--- config.mk ---
export PLATFORM = sky130hd
export DESIGN_NAME = fir_ctrl_fsm_param_flat
export DESIGN_NICKNAME = d
export VERILOG_FILES = /design/src/rtl/fir_ctrl_fsm_param_if.sv /design/src/rtl/fir_ctrl_fsm_param.sv /design/src/flat_wrapper.sv
export SDC_FILE = /design/constraint.sdc
export NUM_CORES = 1
export LEC_CHECK = 0
export CORE_MARGIN = 2
export CORE_UTILIZATION = 47
export CTS_CLUSTER_SIZE = 28
export DETAILED_ROUTE_END_ITERATION = 8
export PLACE_DENSITY_LB_ADDON = 0.1
export SKIP_LAST_GASP = 1
export SYNTH_ARGS = -nofsm -noshare
export SYNTH_HDL_FRONTEND = slang
export SYNTH_SLANG_ARGS = --single-unit
--- constraint.sdc ---
create_clock -name clk -period 1.65 [get_ports clk]
set_input_delay 0.495 -clock clk [delete_from_list [all_inputs] [get_ports clk]]
set_output_delay 0.495 -clock clk [all_outputs]
set_load 0.02 [all_outputs]
--- src/rtl/fir_ctrl_fsm_param_if.sv ---
// Control bundle between the FIR sequencer and its surrounding datapath
// (input FIFO, coefficient RAM, multiplier mux, accumulators, output register).
interface fir_ctrl_fsm_param_if #(
    parameter int SEL_W  = 2,
    parameter int ADDR_W = 4
);
    logic              PushCoef;
    logic              fifo_empty;
    logic              out_ready;
    logic [SEL_W-1:0]  multiplier_mux_sel;
    logic              partialProductAccumulate_valid;
    logic              finalAccumulateRounding_en;
    logic              fifoPullOut;
    logic              coef_wr_en;
    logic [ADDR_W-1:0] coef_wr_addr;
    logic              coef_ready;
    logic              out_valid;
    logic              coef_err;
    logic              busy;
    logic [2:0]        state_dbg;

    // Output handshake: a result transfers on a cycle where out_valid and
    // out_ready are both 1; out_valid stays high and the result stays stable
    // until that cycle, and out_valid never depends combinationally on out_ready.
    modport master (
        input  PushCoef, fifo_empty, out_ready,
        output multiplier_mux_sel, partialProductAccumulate_valid,
               finalAccumulateRounding_en, fifoPullOut, coef_wr_en,
               coef_wr_addr, coef_ready, out_valid, coef_err, busy, state_dbg
    );

    modport slave (
        output PushCoef, fifo_empty, out_ready,
        input  multiplier_mux_sel, partialProductAccumulate_valid,
               finalAccumulateRounding_en, fifoPullOut, coef_wr_en,
               coef_wr_addr, coef_ready, out_valid, coef_err, busy, state_dbg
    );
endinterface

--- src/rtl/fir_ctrl_fsm_param.sv ---
// Parametrised FIR control FSM: coefficient load, FIFO pull, NUM_PASSES MAC passes,
// final round and output handoff. Optional macro FIR_CTRL_PERF_CNT_EN adds sample/stall counters.
module fir_ctrl_fsm_param #(
    parameter int NUM_PASSES = 4,
    parameter int SEL_W      = $clog2(NUM_PASSES),
    parameter int NUM_TAPS   = 16,
    parameter int ADDR_W     = $clog2(NUM_TAPS)
) (
    input  logic clk,
    input  logic reset,
    fir_ctrl_fsm_param_if.master bus
`ifdef FIR_CTRL_PERF_CNT_EN
    ,
    output logic [15:0] sample_cnt,
    output logic [15:0] stall_cnt
`endif
);

    typedef enum logic [2:0] {
        IDLE  = 3'd0,
        LOAD  = 3'd1,
        PULL  = 3'd2,
        MAC   = 3'd3,
        FINAL = 3'd4,
        OUT   = 3'd5
    } state_t;

    localparam logic [SEL_W-1:0]  LAST_PASS = SEL_W'(NUM_PASSES - 1);
    localparam logic [ADDR_W-1:0] LAST_ADDR = ADDR_W'(NUM_TAPS - 1);

    state_t            state_q, state_d;
    logic [SEL_W-1:0]  pass_q, pass_d;
    logic [ADDR_W-1:0] addr_q, addr_d;

    logic [SEL_W-1:0]  mux_sel_q, mux_sel_d;
    logic              ppav_q, ppav_d;
    logic              fin_q, fin_d;
    logic              pull_q, pull_d;
    logic              wr_en_q, wr_en_d;
    logic [ADDR_W-1:0] wr_addr_q, wr_addr_d;
    logic              coef_ready_q, coef_ready_d;
    logic              out_valid_q, out_valid_d;
    logic              coef_err_q, coef_err_d;
    logic              busy_q, busy_d;

    always_comb begin
        state_d      = state_q;
        pass_d       = pass_q;
        addr_d       = addr_q;
        coef_ready_d = coef_ready_q;
        coef_err_d   = coef_err_q;
        wr_en_d      = 1'b0;
        wr_addr_d    = '0;

        unique case (state_q)
            IDLE: begin
                // A coefficient word wins over a waiting sample.
                if (bus.PushCoef) begin
                    state_d      = LOAD;
                    wr_en_d      = 1'b1;
                    wr_addr_d    = '0;
                    addr_d       = ADDR_W'(1);
                    coef_ready_d = 1'b0;
                end else if (coef_ready_q && !bus.fifo_empty) begin
                    state_d = PULL;
                end
            end
            LOAD: begin
                if (bus.PushCoef) begin
                    wr_en_d   = 1'b1;
                    wr_addr_d = addr_q;
                    if (addr_q == LAST_ADDR) begin
                        addr_d       = '0;
                        coef_ready_d = 1'b1;
                        state_d      = IDLE;
                    end else begin
                        addr_d = addr_q + ADDR_W'(1);
                    end
                end
            end
            PULL: begin
                state_d = MAC;
                pass_d  = '0;
            end
            MAC: begin
                if (pass_q == LAST_PASS) begin
                    state_d = FINAL;
                    pass_d  = '0;
                end else begin
                    pass_d = pass_q + SEL_W'(1);
                end
            end
            FINAL: state_d = OUT;
            OUT: begin
                if (bus.out_ready) begin
                    state_d = bus.fifo_empty ? IDLE : PULL;
                end
            end
            default: state_d = IDLE;
        endcase

        // Words arriving mid-sample are lost; flag it until the next reset.
        if (bus.PushCoef && (state_q inside {PULL, MAC, FINAL, OUT})) begin
            coef_err_d = 1'b1;
        end

        pull_d      = (state_d == PULL);
        ppav_d      = (state_d == MAC);
        mux_sel_d   = (state_d == MAC) ? pass_d : '0;
        fin_d       = (state_d == FINAL);
        out_valid_d = (state_d == OUT);
        busy_d      = (state_d != IDLE) && (state_d != LOAD);
    end

    always_ff @(posedge clk or negedge reset) begin
        if (!reset) begin
            state_q      <= IDLE;
            pass_q       <= '0;
            addr_q       <= '0;
            mux_sel_q    <= '0;
            ppav_q       <= 1'b0;
            fin_q        <= 1'b0;
            pull_q       <= 1'b0;
            wr_en_q      <= 1'b0;
            wr_addr_q    <= '0;
            coef_ready_q <= 1'b0;
            out_valid_q  <= 1'b0;
            coef_err_q   <= 1'b0;
            busy_q       <= 1'b0;
        end else begin
            state_q      <= state_d;
            pass_q       <= pass_d;
            addr_q       <= addr_d;
            mux_sel_q    <= mux_sel_d;
            ppav_q       <= ppav_d;
            fin_q        <= fin_d;
            pull_q       <= pull_d;
            wr_en_q      <= wr_en_d;
            wr_addr_q    <= wr_addr_d;
            coef_ready_q <= coef_ready_d;
            out_valid_q  <= out_valid_d;
            coef_err_q   <= coef_err_d;
            busy_q       <= busy_d;
        end
    end

    assign bus.multiplier_mux_sel             = mux_sel_q;
    assign bus.partialProductAccumulate_valid = ppav_q;
    assign bus.finalAccumulateRounding_en     = fin_q;
    assign bus.fifoPullOut                    = pull_q;
    assign bus.coef_wr_en                     = wr_en_q;
    assign bus.coef_wr_addr                   = wr_addr_q;
    assign bus.coef_ready                     = coef_ready_q;
    assign bus.out_valid                      = out_valid_q;
    assign bus.coef_err                       = coef_err_q;
    assign bus.busy                           = busy_q;
    assign bus.state_dbg                      = state_q;

`ifdef FIR_CTRL_PERF_CNT_EN
    always_ff @(posedge clk or negedge reset) begin
        if (!reset) begin
            sample_cnt <= '0;
            stall_cnt  <= '0;
        end else if (state_q == OUT) begin
            if (bus.out_ready) begin
                if (sample_cnt != 16'hFFFF) sample_cnt <= sample_cnt + 16'd1;
            end else begin
                if (stall_cnt != 16'hFFFF) stall_cnt <= stall_cnt + 16'd1;
            end
        end
    end
`endif

endmodule

--- src/flat_wrapper.sv ---
// flat-port wrapper written by rule: the top's interface ports become plain ports
module fir_ctrl_fsm_param_flat 
#(
    parameter int NUM_PASSES = 4,
    parameter int SEL_W      = $clog2(NUM_PASSES),
    parameter int NUM_TAPS   = 16,
    parameter int ADDR_W     = $clog2(NUM_TAPS)
)
  (clk, reset, bus_PushCoef, bus_fifo_empty, bus_out_ready, bus_multiplier_mux_sel, bus_partialProductAccumulate_valid, bus_finalAccumulateRounding_en, bus_fifoPullOut, bus_coef_wr_en, bus_coef_wr_addr, bus_coef_ready, bus_out_valid, bus_coef_err, bus_busy, bus_state_dbg);
  fir_ctrl_fsm_param_if #(.SEL_W(SEL_W), .ADDR_W(ADDR_W)) bus_i ();
  input  logic clk;
  input  logic reset;
  input wire logic [$bits(bus_i.PushCoef)-1:0] bus_PushCoef;
  input wire logic [$bits(bus_i.fifo_empty)-1:0] bus_fifo_empty;
  input wire logic [$bits(bus_i.out_ready)-1:0] bus_out_ready;
  output wire logic [$bits(bus_i.multiplier_mux_sel)-1:0] bus_multiplier_mux_sel;
  output wire logic [$bits(bus_i.partialProductAccumulate_valid)-1:0] bus_partialProductAccumulate_valid;
  output wire logic [$bits(bus_i.finalAccumulateRounding_en)-1:0] bus_finalAccumulateRounding_en;
  output wire logic [$bits(bus_i.fifoPullOut)-1:0] bus_fifoPullOut;
  output wire logic [$bits(bus_i.coef_wr_en)-1:0] bus_coef_wr_en;
  output wire logic [$bits(bus_i.coef_wr_addr)-1:0] bus_coef_wr_addr;
  output wire logic [$bits(bus_i.coef_ready)-1:0] bus_coef_ready;
  output wire logic [$bits(bus_i.out_valid)-1:0] bus_out_valid;
  output wire logic [$bits(bus_i.coef_err)-1:0] bus_coef_err;
  output wire logic [$bits(bus_i.busy)-1:0] bus_busy;
  output wire logic [$bits(bus_i.state_dbg)-1:0] bus_state_dbg;
  assign bus_i.PushCoef = bus_PushCoef;
  assign bus_i.fifo_empty = bus_fifo_empty;
  assign bus_i.out_ready = bus_out_ready;
  assign bus_multiplier_mux_sel = bus_i.multiplier_mux_sel;
  assign bus_partialProductAccumulate_valid = bus_i.partialProductAccumulate_valid;
  assign bus_finalAccumulateRounding_en = bus_i.finalAccumulateRounding_en;
  assign bus_fifoPullOut = bus_i.fifoPullOut;
  assign bus_coef_wr_en = bus_i.coef_wr_en;
  assign bus_coef_wr_addr = bus_i.coef_wr_addr;
  assign bus_coef_ready = bus_i.coef_ready;
  assign bus_out_valid = bus_i.out_valid;
  assign bus_coef_err = bus_i.coef_err;
  assign bus_busy = bus_i.busy;
  assign bus_state_dbg = bus_i.state_dbg;
  fir_ctrl_fsm_param #(.NUM_PASSES(NUM_PASSES), .SEL_W(SEL_W), .NUM_TAPS(NUM_TAPS), .ADDR_W(ADDR_W)) u_core (.clk(clk), .reset(reset), .bus(bus_i));
endmodule
# --- After elaboration in Yosys (flattened, before gate mapping) ---
# Cells that the tools add are included.
op_classes:
  addsub: 2
  eq_ne: 15
  muxes: 23
  reduce_logical: 11
op_table:
  columns: ["operator", "n"]
  rows:
  - ["4-bit 2-to-1 mux", 5]
  - ["3-bit 2-to-1 mux", 6]
  - ["3-bit case mux with 6 select lines", 1]
  - ["3-bit by 2-bit == test with 1-bit output (second input constant)", 4]
  - ["3-bit == test (second input constant)", 4]
  - ["4-bit case mux with 2 select lines", 1]
  - ["2-bit 2-to-1 mux", 3]
  - ["1-bit 2-to-1 mux", 5]
  - ["4-bit by 1-bit adder with 4-bit output (second input constant)", 1]
  - ["4-bit == test (second input constant)", 1]
  - ["2-bit inequality test (second input constant)", 2]
  - ["2-bit case mux with 2 select lines", 1]
  - ["4-bit AND reduction", 1]
  - ["4-bit nonzero test", 1]
  - ["3-bit by 1-bit == test with 1-bit output (second input constant)", 1]
  - ["1-bit logical AND", 3]
  - ["3-bit zero test", 1]
  - ["3-bit by 1-bit inequality test with 1-bit output (second input constant)", 1]
  - ["3-bit AND reduction", 1]
  - ["3-bit nonzero test", 1]
  - ["2-bit by 1-bit adder with 2-bit output (second input constant)", 1]
  - ["2-bit == test (second input constant)", 1]
  - ["2-bit by 1-bit inequality test with 1-bit output (second input constant)", 1]
  - ["1-bit case mux with 2 select lines", 1]
  - ["3 further kinds", 3]
totals:
  reg_bits: 23
  inputBits: 5
  output_inout_bits: 17

# --- Logic depth before layout (Yosys ltp) ---
logic_depth:
  word_depth: 7
  ltp_mapped: 6

# --- Worst setup path after synthesis ---
# OpenSTA, ideal clock, no wires.
synth_path:
  kind: "reg-to-reg"
  from: "register u_core.state_q[1], in the netlist u_core.bus.state_dbg[1]"
  to: "register u_core.addr_q[3]"
  arrival_time_ns: 1.441
  required_time_ns: 1.586
  setup_slack_ns: 0.145
  path_stages_with_launch: 7
  path_buffers: 1
  synth_period_minus_slack_ns: 1.505
  path_cell_list: "dfrtp_1 or3b_1 buf_6 inv_4 nand4_1 o21ai_1 a22o_2"
synth_between:
  elab_chain_len: 3
synth_rtl:
  columns: ["element", "line", "text"]
  rows:
  - ["start, declared", "fir_ctrl_fsm_param.sv:31", "state_t state_q, state_d;"]
  - ["start signal, assigned", "fir_ctrl_fsm_param.sv:131", "state_q <= state_d;"]
  - ["3-bit by 1-bit == test with 1-bit output / 3-bit zero test (equally long branches)", "fir_ctrl_fsm_param.sv:55", "unique case (state_q)"]
  - ["2-bit inequality test (no line) / 2-bit nonzero test (equally long branches)", null, null]
  - ["3-bit AND reduction (no line)", null, null]
  - ["end signal, assigned", "fir_ctrl_fsm_param.sv:133", "addr_q <= addr_d;"]
  - ["end, declared", "fir_ctrl_fsm_param.sv:33", "logic [ADDR_W-1:0] addr_q, addr_d;"]
# Parallel ways exist; a longest one is shown, timed or not.
# A chain may end at the register's enable or synchronous reset.

# --- Worst setup path in the final report ---
layout_path:
  from: "register u_core.state_q[2], in the netlist u_core.bus.state_dbg[2]"
  to: "output port bus_state_dbg[2]"
layout_lines:
  columns: ["element", "line", "text"]
  rows:
  - ["end, declared", "flat_wrapper.sv:26", "output wire logic [$bits(bus_i.state_dbg)-1:0] bus_state_dbg;"]
# No word-level cell between the ends.

==> impl_metrics.yaml <==
setup_path:
  critPathKind: "flip-flop to output pin"
  critical-path-max-stage-delay_ns: 0.43
  cp_max_fo: 5
  critPathBufInv: 1
  worstPathCellList: "dlygate4sd2_1"
  cp.arrival_ns: 1.10
  start_kind: "flip-flop"
  cp.required_ns: 1.15
  crit_family: "flip-flops"
  cp-end-kind: "output pin"
  crit_slowest_cell: "dfrtp_1"
place:
  post-place-ws_ns: -0.332
  portBuffers: 21
  dp_hpwl_mm: 1.24
  globalplace.congestion: 0.834
  dp_cells: 135
  placedInstanceArea_sq_mm: 0.00122
sta:
  setup_violations: 0
  fin_skew_ns: 0.0125
  hold_ws_ns: 0.464
  min_period_over_period_pct: 96.7
  worst_slew_pin_slew_ns: 0.378
  finalCriticalPeriod_ns: 1.60
  fmax_ghz: 0.627
  setup_ws_ns: 0.0545
  rsz0062_at_grt: "no"
  final_max_slew_viol_count: 0
  hold_viol_final: 0
  fin_setup_tns_ns: 0
  slew_headroom_pct: 74.5
drt:
  via_per_inst: 5.05
  wl_per_cell_um: 12.2
  drc_errors: 0
  routed_wl_mm: 1.69
  num_vias: 702
  antenna_left: 0
  first_pass_iters: 4
  drt_iter0_markers: 8
synth:
  synth.avg_cell_area_sq_um: 11.3
  async_reset_ff_share_pct: 100
  syn_area_sq_um: 930
  synthFlopType: "dfrtp_1"
  synth-seq-cells: 23
  yosysUniqueCellTypes: 31
  synth-edff-count: 0
  yosys_warnings: 0
  seq_area_frac_synth_pct: 61.9
  synthCells: 82
  synth_nets: 89
cts:
  clock_sinks: 23
  cts_resized: 18
  cts_tree: "done"
  worst_skew_pair.late_latency_ns: 0.32
  clk_pin_slew_ns: 0.13
  postCtsSetupBuffers: 0
  htree_levels: 1
  cts_buffers: 3
  cts_root_buffer: "clkbuf_4"
  hold_buffers: 0
  clock_path_buffers: 2
outcome:
  status: "completed"
power:
  p_per_area_mw_per_mm2: 1820
  pwr-share-comb_pct: 48.2
  ir_drop_uv: 1080
  clockPowerShare_pct: 11.4
  power.leakage_nw: 0.644
  seq_power_share_pct: 40.4
  power.switching_mw: 0.901
  switching_share_pct: 40.0
  power_mw: 2.25
  intPower_mw: 1.35
global_routing:
  gr-total-overflow: 0
  grt_use_met3_pct: 3.09
  grt_pass1_wl_mm: 2.88
  antenna_found_initial: 0
  grtUsageMet2_pct: 26.6
  grt_usage_pct: 15.9
  grtUsageMet1_pct: 19.5
  grt_max_degree: 24
  grt_pass1_vias: 706
  grt-busiest-layer: "met2"
layout:
  nets: 120
  antenna_cells: 0
  drive_above_1_share_pct: 16.1
  final_area_sq_mm: 0.00123
  final_cells: 139
  synthToLayoutAreaGrowth_pct: 32.7
  final_util_pct: 64.2
floorplanning:
  ios: 22
  die_h_um: 48.5
  coreArea_sq_mm: 0.00192
  rows: 16
  dieArea_sq_mm: 0.00235
  initial_core_util_pct: 48.4
  die_x_um: 48.5
hold_path:
  hold_path.class: "flip-flop to flip-flop"
flow_run:
  maxCapViolCount: 0
layout make-up:
class                           instances  area, sq um
Clock buffer                            3         22.5
Clock inverter                          1         5.00
Fill cell                             180          688
Inverter                                4         17.5
Multi-Input combinational cell         51          322
Sequential cell                        23          576
Tap cell                               27         33.8
Timing Repair Buffer                   30          258
metal layers:
layer / routed length [um] / share of wire, % / vias to the layer above
met4: 31 / 1.8 / 0
met3: 51 / 3.0 / 3
met2: 780 / 46 / 18
li1: - / - / 348
met5: 0 / 0 / -
met1: 829 / 49 / 333
state kept, by name (all words and copies together) (netlist names):
register and count:
u_core.bus.state_dbg 3, u_core.bus.partialProductAccumulate_valid 1, u_core.bus.busy 1, u_core.bus.coef_ready 1, u_core.bus.fifoPullOut 1, u_core.bus.out_valid 1
u_core.bus.coef_wr_addr 4, u_core.pass_q 2, u_core.addr_q 4, u_core.bus.multiplier_mux_sel 2, u_core.bus.coef_err 1, u_core.bus.coef_wr_en 1
u_core.bus.finalAccumulateRounding_en 1
layout by cell type, fill, tap and decap left out, types with 2 or more instances in the layout:
cell	synthesis	routed
dfrtp_1	23	23
dlygate4sd2_1	0	16
nand2_1	9	9
buf_4	0	9
nor2_1	5	5
a21oi_1	4	4
clkdlybuf4s50_1	0	4
nand3_1	3	3
inv_1	3	3
nand2b_1	3	3
o21ai_0	3	3
and3_1	3	3
clkbuf_4	0	3
a21o_1	2	2
o22a_1	2	2
ha_1	2	2
cell families after synthesis:
family	synth area share (%)
fa+ha+maj	2.69
buf+inv	4.44
compound gates	14.1
mux	1.08
simple gates	15.7
flops	61.9
final timing paths:
| kind | startpoint | endpoint | slack [ns] | cells after the start |
|---|---|---|---|---|
| worst max-delay path | u_core.bus.state_dbg[2]$_DFF_PN0_ | bus_state_dbg[2] | 0.05 | 1 |
| worst min-delay path | u_core.bus.coef_err$_DFFE_PN0P_ | u_core.bus.coef_err$_DFFE_PN0P_ | 0.46 | 1 |
| worst max register to register | u_core.pass_q[0]$_DFF_PN0_ | u_core.bus.fifoPullOut$_DFF_PN0_ | 0.19 | 5 |
| worst min register to register | u_core.bus.coef_err$_DFFE_PN0P_ | u_core.bus.coef_err$_DFFE_PN0P_ | 0.46 | 1 |
| max in group asynchronous | reset | u_core.bus.coef_wr_addr[1]$_DFF_PN0_ | 0.91 | 2 |
| min in group asynchronous | reset | u_core.bus.multiplier_mux_sel[1]$_DFF_PN0_ | 0.51 | 2 |
cells in the mapped netlist (all sizes together), types with 2 or more instances:
master  number  area share, %
o21ai        4            2.2
nand2b       3            2.0
buf          2            1.7
a21oi        4            2.2
a21o         2            1.6
nor2         5            2.0
nand3        3            1.6
o22a         2            1.9
dfrtp       23             62
clkbuf       2           0.81
a22o         2            2.0
inv          4            1.9
and3         3            2.0
nand2        9            3.6
ha           2            2.7
worst register-to-register path, cell delays in order (launching register included):
cell      delay (ns)
dfrtp_1         0.43
ha_1            0.28
mux2i_1         0.17
o22ai_1         0.11
a221oi_2        0.30
nor2_1          0.07
power groups by stage:
stage / registers (mW) / logic (mW) / clock network, mW
after floorplan: 1.07 / 0.542 / 0
after global placement: 0.917 / 1.14 / 0
after detailed placement: 0.921 / 1.16 / 0
after CTS: 0.905 / 1.08 / 0.267
after global routing: 0.931 / 1.19 / 0.291
final: 0.910 / 1.09 / 0.256
Power figures use the tool's default switching activity.
